--- config.mk ---
export PLATFORM = sky130hd
export DESIGN_NAME = mem_test_master
export DESIGN_NICKNAME = d
export VERILOG_FILES = /design/src/rtl/mem_test_master.sv
export SDC_FILE = /design/constraint.sdc
export NUM_CORES = 1
export LEC_CHECK = 0
export ABC_AREA = 1
export BUFFER_PORTS_ARGS = -buffer_cell sky130_fd_sc_hd__clkbuf_2
export CAP_MARGIN = 20
export CORE_MARGIN = 2
export CORE_UTILIZATION = 35
export CTS_BUF_LIST = sky130_fd_sc_hd__clkbuf_4 sky130_fd_sc_hd__clkbuf_8
export DETAILED_ROUTE_END_ITERATION = 10
export PLACE_DENSITY = 0.59
export SETUP_SLACK_MARGIN = 0.4
export SYNTH_ARGS = -nofsm -noshare
export SYNTH_HDL_FRONTEND = slang
export SYNTH_SLANG_ARGS = --single-unit
--- constraint.sdc ---
create_clock -name CLK -period 5.7 [get_ports CLK]
set_input_delay 0.57 -clock CLK [delete_from_list [all_inputs] [get_ports CLK]]
set_output_delay 0.57 -clock CLK [all_outputs]
set_load 0.05 [all_outputs]
--- src/rtl/mem_test_master.sv ---
`default_nettype none
// ============================================================================
// Module   : mem_test_master
// Purpose  : Built-in memory test master. Runs a strided burst of 16-bit word
//            accesses over a 4-phase REQ/ACK handshake. Write mode fills the
//            memory with an incrementing pattern. Verify mode reads the
//            pattern back, counts mismatches and records the first failing
//            address. Any single ACK wait longer than TIMEOUT cycles aborts
//            the burst.
// Revision : 1.0 - initial release
// ----------------------------------------------------------------------------
// Parameters
//   TIMEOUT        max cycles waiting for one ACK edge before abort (>= 1)
// Ports
//   CLK            clock, all logic on posedge
//   nRST           synchronous active-low reset
//   START          command strobe, sampled only while idle
//   OP             1 = write burst, 0 = verify burst
//   BASE           byte address of word 0
//   COUNT          number of words (0 = no-op)
//   SEED           data for word 0
//   BUSY           high while a burst is in flight
//   DONE           one-cycle pulse at burst end (normal or abort)
//   ERR_CNT        saturating verify mismatch count
//   FIRST_ERR_ADDR address of first mismatch, 0 if none
//   TIMEOUT_ERR    sticky handshake timeout flag, cleared by next START
//   M_ADDR/M_WDATA/M_REQ/M_WEN  memory request side
//   M_RDATA/M_ACK               memory response side
// ============================================================================
module mem_test_master #(
  parameter int TIMEOUT = 255
) (
  input  logic        CLK,
  input  logic        nRST,
  input  logic        START,
  input  logic        OP,
  input  logic [15:0] BASE,
  input  logic [15:0] COUNT,
  input  logic [15:0] SEED,
  output logic        BUSY,
  output logic        DONE,
  output logic [15:0] ERR_CNT,
  output logic [15:0] FIRST_ERR_ADDR,
  output logic        TIMEOUT_ERR,
  output logic [15:0] M_ADDR,
  output logic [15:0] M_WDATA,
  input  logic [15:0] M_RDATA,
  output logic        M_REQ,
  output logic        M_WEN,
  input  logic        M_ACK
);

  // The wait counter only has to hold 0..TIMEOUT-1: the cycle that would
  // reach TIMEOUT is the cycle that aborts.
  localparam int                  C_WAIT_W    = (TIMEOUT < 2) ? 1 : $clog2(TIMEOUT);
  localparam logic [C_WAIT_W-1:0] C_WAIT_LAST = C_WAIT_W'(TIMEOUT - 1);

  typedef enum logic [1:0] {
    S_IDLE    = 2'd0,
    S_ASSERT  = 2'd1,
    S_RELEASE = 2'd2,
    S_FIN     = 2'd3
  } state_t;

  state_t              r_state, w_state_nxt;
  logic [15:0]         r_k, w_k_nxt;
  logic [15:0]         r_count, w_count_nxt;
  logic [C_WAIT_W-1:0] r_wait, w_wait_nxt;
  logic [15:0]         r_addr, w_addr_nxt;
  logic [15:0]         r_wdata, w_wdata_nxt;
  logic                r_req, w_req_nxt;
  logic                r_wen, w_wen_nxt;
  logic                r_busy, w_busy_nxt;
  logic                r_done, w_done_nxt;
  logic [15:0]         r_err_cnt, w_err_cnt_nxt;
  logic [15:0]         r_first_err, w_first_err_nxt;
  logic                r_tmo, w_tmo_nxt;

  always_ff @(posedge CLK) begin
    if (!nRST) begin
      r_state     <= S_IDLE;
      r_k         <= '0;
      r_count     <= '0;
      r_wait      <= '0;
      r_addr      <= '0;
      r_wdata     <= '0;
      r_req       <= 1'b0;
      r_wen       <= 1'b0;
      r_busy      <= 1'b0;
      r_done      <= 1'b0;
      r_err_cnt   <= '0;
      r_first_err <= '0;
      r_tmo       <= 1'b0;
    end else begin
      r_state     <= w_state_nxt;
      r_k         <= w_k_nxt;
      r_count     <= w_count_nxt;
      r_wait      <= w_wait_nxt;
      r_addr      <= w_addr_nxt;
      r_wdata     <= w_wdata_nxt;
      r_req       <= w_req_nxt;
      r_wen       <= w_wen_nxt;
      r_busy      <= w_busy_nxt;
      r_done      <= w_done_nxt;
      r_err_cnt   <= w_err_cnt_nxt;
      r_first_err <= w_first_err_nxt;
      r_tmo       <= w_tmo_nxt;
    end
  end

  // Next-state logic also produces the next value of every registered output,
  // so the outputs change on the same edge as the state they belong to.
  always_comb begin
    w_state_nxt     = r_state;
    w_k_nxt         = r_k;
    w_count_nxt     = r_count;
    w_wait_nxt      = '0;       // cleared on every state entry
    w_addr_nxt      = r_addr;
    w_wdata_nxt     = r_wdata;
    w_req_nxt       = r_req;
    w_wen_nxt       = r_wen;
    w_busy_nxt      = r_busy;
    w_done_nxt      = 1'b0;
    w_err_cnt_nxt   = r_err_cnt;
    w_first_err_nxt = r_first_err;
    w_tmo_nxt       = r_tmo;

    case (r_state)
      S_IDLE: begin
        if (START) begin
          w_k_nxt         = '0;
          w_count_nxt     = COUNT;
          w_addr_nxt      = BASE;
          w_wdata_nxt     = SEED;
          w_wen_nxt       = OP;
          w_err_cnt_nxt   = '0;
          w_first_err_nxt = '0;
          w_tmo_nxt       = 1'b0;
          if (COUNT == 16'd0) begin
            w_state_nxt = S_FIN;
            w_done_nxt  = 1'b1;
          end else begin
            w_state_nxt = S_ASSERT;
            w_req_nxt   = 1'b1;
            w_busy_nxt  = 1'b1;
          end
        end
      end

      S_ASSERT: begin
        if (M_ACK) begin
          // Read data is updated on the same edge ACK rises, so it is valid
          // here. M_WDATA holds the expected pattern in both modes.
          if (!r_wen && (M_RDATA != r_wdata)) begin
            if (r_err_cnt != 16'hFFFF) begin
              w_err_cnt_nxt = r_err_cnt + 16'd1;
            end
            if (r_err_cnt == 16'd0) begin
              w_first_err_nxt = r_addr;
            end
          end
          w_state_nxt = S_RELEASE;
          w_req_nxt   = 1'b0;
        end else if (r_wait == C_WAIT_LAST) begin
          w_state_nxt = S_FIN;
          w_req_nxt   = 1'b0;
          w_tmo_nxt   = 1'b1;
          w_done_nxt  = 1'b1;
          w_busy_nxt  = 1'b0;
        end else begin
          w_wait_nxt = r_wait + 1'b1;
        end
      end

      S_RELEASE: begin
        if (!M_ACK) begin
          if (r_k == r_count - 16'd1) begin
            w_state_nxt = S_FIN;
            w_done_nxt  = 1'b1;
            w_busy_nxt  = 1'b0;
          end else begin
            w_k_nxt     = r_k + 16'd1;
            w_addr_nxt  = r_addr + 16'd2;
            w_wdata_nxt = r_wdata + 16'd1;
            w_state_nxt = S_ASSERT;
            w_req_nxt   = 1'b1;
          end
        end else if (r_wait == C_WAIT_LAST) begin
          w_state_nxt = S_FIN;
          w_tmo_nxt   = 1'b1;
          w_done_nxt  = 1'b1;
          w_busy_nxt  = 1'b0;
        end else begin
          w_wait_nxt = r_wait + 1'b1;
        end
      end

      S_FIN: begin
        w_state_nxt = S_IDLE;
        w_busy_nxt  = 1'b0;
      end

      default: begin
        w_state_nxt = S_IDLE;
      end
    endcase
  end

  assign BUSY           = r_busy;
  assign DONE           = r_done;
  assign ERR_CNT        = r_err_cnt;
  assign FIRST_ERR_ADDR = r_first_err;
  assign TIMEOUT_ERR    = r_tmo;
  assign M_ADDR         = r_addr;
  assign M_WDATA        = r_wdata;
  assign M_REQ          = r_req;
  assign M_WEN          = r_wen;

endmodule
`default_nettype wire

Word level (Yosys, flattened, before mapping)
Cells that the tools add are included.
- register bits after elaboration: 111
- bits of input ports: 69
- output and inout bits: 69
- word-level logic and storage cells: 108
- $add $sub $neg: 6
- equal/unequal tests: 19
- mux-type cells: 55
- reduce and logical (&&, ||, !) cells: 15
- operator list (kind ; number):
    two-way mux 16 bit ; 15
    one-hot mux 16 bit (2 select lines) ; 5
    adder 16 x 1 -> 16 bit, second input constant ; 3
    zero test 16 bit ; 2
    two-way mux 8 bit ; 3
    two-way mux 1 bit ; 20
    inequality test 2 bit, second input constant ; 10
    adder 16 x 2 -> 16 bit, second input constant ; 1
    == test 16 bit ; 1
    inequality test 16 bit ; 1
    inequality test 16 bit, second input constant ; 1
    one-hot mux 8 bit (2 select lines) ; 1
    subtractor 16 x 1 -> 16 bit, second input constant ; 1
    two-way mux 2 bit ; 6
    AND reduction 4 bit ; 3
    AND reduction 5 bit ; 2
    one-hot mux 1 bit (3 select lines) ; 3
    adder 8 x 1 -> 8 bit, second input constant ; 1
    == test 8 bit, second input constant ; 1
    one-hot mux 2 bit (4 select lines) ; 1
    inequality test 3 bit, second input constant ; 2
    AND reduction 6 bit ; 1
    == test 2 bit, second input constant ; 2
    one-hot mux 1 bit (4 select lines) ; 1
    other kinds (7) ; 8

Logic depth before layout (Yosys ltp)
- depth after elaboration: 5
- gate-level depth with buffers: 17
- mapped depth without buffers: 16

Worst setup path before layout
No wires, ideal clock.
- path type: register -> register
- from: register r_err_cnt[0] (netlist: ERR_CNT[0])
- to: register r_err_cnt[13] (netlist: ERR_CNT[13])
- arrival: 2.234 ns
- data required time: 5.568 ns
- slack: 3.334 ns
- stages on the path, launching flop included: 10
- buffers on the path: 2
- clock period less this slack: 2.366 ns
- cells stage by stage: dfxtp_1 -> ha_1 -> nand2_2 -> nor3_2 -> nand2_1 -> or4_1 -> buf_2 -> buf_1 -> nand4_1 -> a21oi_1
- word-level cells in the longest chain between the ends: 5
- RTL lines (what ; line ; source):
    start, declared ; 75 ; logic [15:0] r_err_cnt, w_err_cnt_nxt;
    start signal, assigned ; 105 ; r_err_cnt <= w_err_cnt_nxt;
    adder 16 x 1 -> 16 bit ; 156 ; w_err_cnt_nxt = r_err_cnt + 16'd1;
    two-way mux 16 bit ; 155 ; if (r_err_cnt != 16'hFFFF) begin
    two-way mux 16 bit ; 154 ; if (!r_wen && (M_RDATA != r_wdata)) begin
    two-way mux 16 bit ; 151 ; if (M_ACK) begin
    one-hot mux 16 bit (2 select lines) ; 128 ; case (r_state)
Parallel ways exist; a longest one is shown, timed or not. The select of a mux whose other input is x is not followed.
A chain may end at the register's enable or synchronous reset.

Final worst setup path
- from: register r_state[0]
- to: register r_k[11]
- word-level cells in the longest chain between the ends: 3
- RTL lines (what ; line ; source):
    start, declared ; 65 ; state_t r_state, w_state_nxt;
    start signal, assigned ; 95 ; r_state <= w_state_nxt;
    == test 2 bit or zero test 2 bit (tied branches) ; 128 ;
    inequality test 2 bit (no source line) or nonzero test 2 bit (tied branches) ; -- ;
    AND reduction 4 bit (no source line) ; -- ;
    end signal, assigned ; 96 ; r_k <= w_k_nxt;
    end, declared ; 66 ; logic [15:0] r_k, w_k_nxt;
Parallel ways exist; a longest one is shown, timed or not.

==> summary.txt <==
CP bufs+invs - 3
Inserted Clock Buffers - 9
R2R setup slack - 2.21 ns
Clock Path Buffers - 2
Placer Congestion - 0.870
Crit start category - flip-flop
Pint - 1.67 mW
Cell Rows - 51
Crit end category - flip-flop
Syn nets - 1175
DR DRC count - 0
PwrDens - 462 nW/um^2
Ant diodes - 0
Switching Fraction - 0.550
Register Area - 2220 sq um
Commonest cells after routing, fill and taps aside - 294 x nand2_1, 157 x nor2_1, 137 x clkbuf_2
All-layer global routing usage - 0.191
Post-CTS Hold Buffers - 0
Final-stage net count - 1275
FF-to-FF Start - r_state[0]
Register area share after synthesis - 0.315
Syn Area/Cell - 6.45 sq um
Drt total wl - 20.3 mm
Critical path capture point - r_k[11]
1st-iter DRT viols - 468
Logic pwr share - 0.561
Boundary Pins - 138
CTS Sinks - 111
Worst hold path type - in -> reg
Final HPWL DP - 14.6 mm
Most common cell after layout, fill and taps aside - nand2_1
Worst-path clk slew - 0.11 ns
Reg2Reg Depth - 8
Critical Path Stages - 8
Leak - 3.51 nW
Initial antenna violation count - 0
Max layer used - met4
Die Span X - 146 microns
Worst slew pin tran - 1.00 ns
Crit path cell chain - inv_1 -> ha_1 -> inv_2 -> nand2_1 -> nand3_2 -> buf_4 -> nand2_1 -> a21oi_1
Slew headroom - 0.331
Initial Util - 0.360
CP Class - reg -> reg
Syn. warnings - 0
P_sw - 2.04 mW
Minimum clock period - 3.49 ns
Routed Antenna Nets - 0
Worst reg2reg endpoint - r_k[11]
Synth cell types - 42
Fill cell count - 2109
Setup Skew - 0.0109 ns
Crit path max-delay cell type - ha_1
GRT overflow - 0
Vias - 7154
WL met1 - 9.86 mm
CORE AREA - 19600 sq um
Worst skew pair latency - 0.40 ns
Routed wire per std cell - 13.9 microns
Share of cells above drive strength 1 - 0.151
Met2 routed WL - 9.32 mm
Worst path most repeated cell - nand2_1
Setup WS post-layout - 2.21 ns
Setup TNS - 0 ns
1st-pass router iterations - 5
Final setup vio count - 0
Root buffer cell - clkbuf_8
Critical Path Fanout Max - 47
Post-Synthesis Cell Area - 7050 sq um
Tcrit/Tclk final - 0.612
Setup WS pre-CTS - 2.29 ns
First-pass GRT wire length - 33.6 mm
Die ar. - 21300 sq um
Final Hold Fails - 0
Crit path arrival time - 3.73 ns
Max incr delay on CP - 0.84 ns
Layout area overhead - 14.2%
Largest net degree at the start of global routing - 66
Pins over their slew limit - 0
RSZ-0062 raised after global routing - false
CP startpoint - r_state[0]
Number of global-route vias before repair - 6645
Met3 WL post-DR - 906 microns
Syn Inst Count - 1093
Sequential share of power - 0.311
Fmax - 0.287 GHz
Footprint of the multi-input gates - 4260 sq um
Vias per cell - 4.89
Total of max-cap violations - 0
Die Y-Extent - 146 microns
Status - complete, no violations
Post-CTS sizing - 0
CTS tree - yes
Post-CTS setup buffers - 0
Clock Power Share - 0.128
VDD IR max - 172 uV
Port-buffer cells - 137
Seq cells post-synth - 111
Hold Path Depth - 3
Delay-heaviest family, CP - simple AND/OR/NAND/NOR gates
Critical Path RT - 5.95 ns
H-tree depth - 3
sequential cells by signal, summed over array words and instances, names as in the netlist:
register and count:
M_WEN 1, DONE 1, r_state 2, TIMEOUT_ERR 1, r_k 16, ERR_CNT 16
M_REQ 1, M_WDATA 16, r_wait 8, r_count 16, BUSY 1, M_ADDR 16
FIRST_ERR_ADDR 16
how the worst min path moves through the flow:
| stage | startpoint | end | slack, ns |
|---|---|---|---|
| 2_1_floorplan | r_wait[0] | r_wait[0] | 0.43 |
| 3_3_place_gp | r_wait[0] | r_wait[0] | 0.45 |
| 3_5_place_dp | r_wait[0] | r_wait[0] | 0.45 |
| 4_1_cts | BASE[0] | M_ADDR[0] | 0.40 |
| 5_1_grt | OP | M_WEN | 0.41 |
| 6_report | BASE[0] | M_ADDR[0] | 0.42 |
power by group through the flow:
stage	logic, mW	registers, mW	clock network (mW)
detailed placement	2.08	1.17	0
CTS	2.09	1.16	0.498
floorplan	1.31	1.48	0
finish	2.09	1.16	0.476
global placement	2.07	1.17	0
global route	2.33	1.19	0.521
logic make-up (layout without fill, tap and decap cells):
kind of cell	Yosys count	after routing	share of synthesized area
DFF	111	111	0.315
xor gates and xnor gates	78	78	0.0969
and+or+nand+nor	620	620	0.386
adders and majority gates	13	13	0.0231
buffers and inverters	138	243	0.0809
AOI/OAI and AO/OA	133	133	0.0978
worst reg2reg max path: cells and delay by family, from the launching register on:
kind / cells / cell delay (ns)
buf+inv: 3 / 0.65
flops: 1 / 0.36
fa+ha+maj: 1 / 0.84
compound gates: 1 / 0.07
simple gates: 3 / 1.42
stage by stage:
stage	utilization	instance area (sq um)	hold slack [ns]	power, mW	std cells
floorplan	-	7050	0.430	2.79	1093
global placement	0.402	7870	0.449	3.25	1447
detailed placement	0.402	7870	0.452	3.25	1447
CTS	0.411	8050	0.401	3.74	1463
global route	0.411	8050	0.412	4.04	1463
finish	0.411	8050	0.416	3.72	1463
cell type report:
type	instances	area share
sequential	111	0.276
inverter	82	0.0382
timing repair buffer	145	0.0926
clock buffer	9	0.0154
tap	265	0.0412
clock inverter	7	0.00746
multi-input combinational	844	0.529
synthesized netlist by cell type (all sizes together):
cell,n,share of area
nand4,55,0.049
xor2,56,0.070
a211oi,1,0.0011
o21bai,1,0.0011
nor3b,2,0.0021
a221oi,1,0.0012
o211ai,1,0.0011
nor3,13,0.0099
clkbuf,35,0.019
or2,4,0.0036
o31ai,2,0.0021
or4,1,0.0011
nand3,49,0.038
xnor2,22,0.027
nand2,296,0.16
a31oi,2,0.0018
o22ai,2,0.0018
dfxtp,111,0.32
and2,19,0.017
ha,13,0.023
o21ai,60,0.043
a22oi,1,0.0011
nor4,14,0.013
nor2,162,0.089
inv,82,0.044
nand3b,5,0.0053
a21oi,62,0.044
buf,21,0.018
metal layers:
| layer | vias up | GRT usage |
|---|---|---|
| met5 | - | 0 |
| met4 | 0 | 0.0412 |
| li1 | 3741 | - |
| met2 | 153 | 0.307 |
| met3 | 16 | 0.0313 |
| met1 | 3244 | 0.268 |
Note: power is estimated with default switching activity, not from simulation.
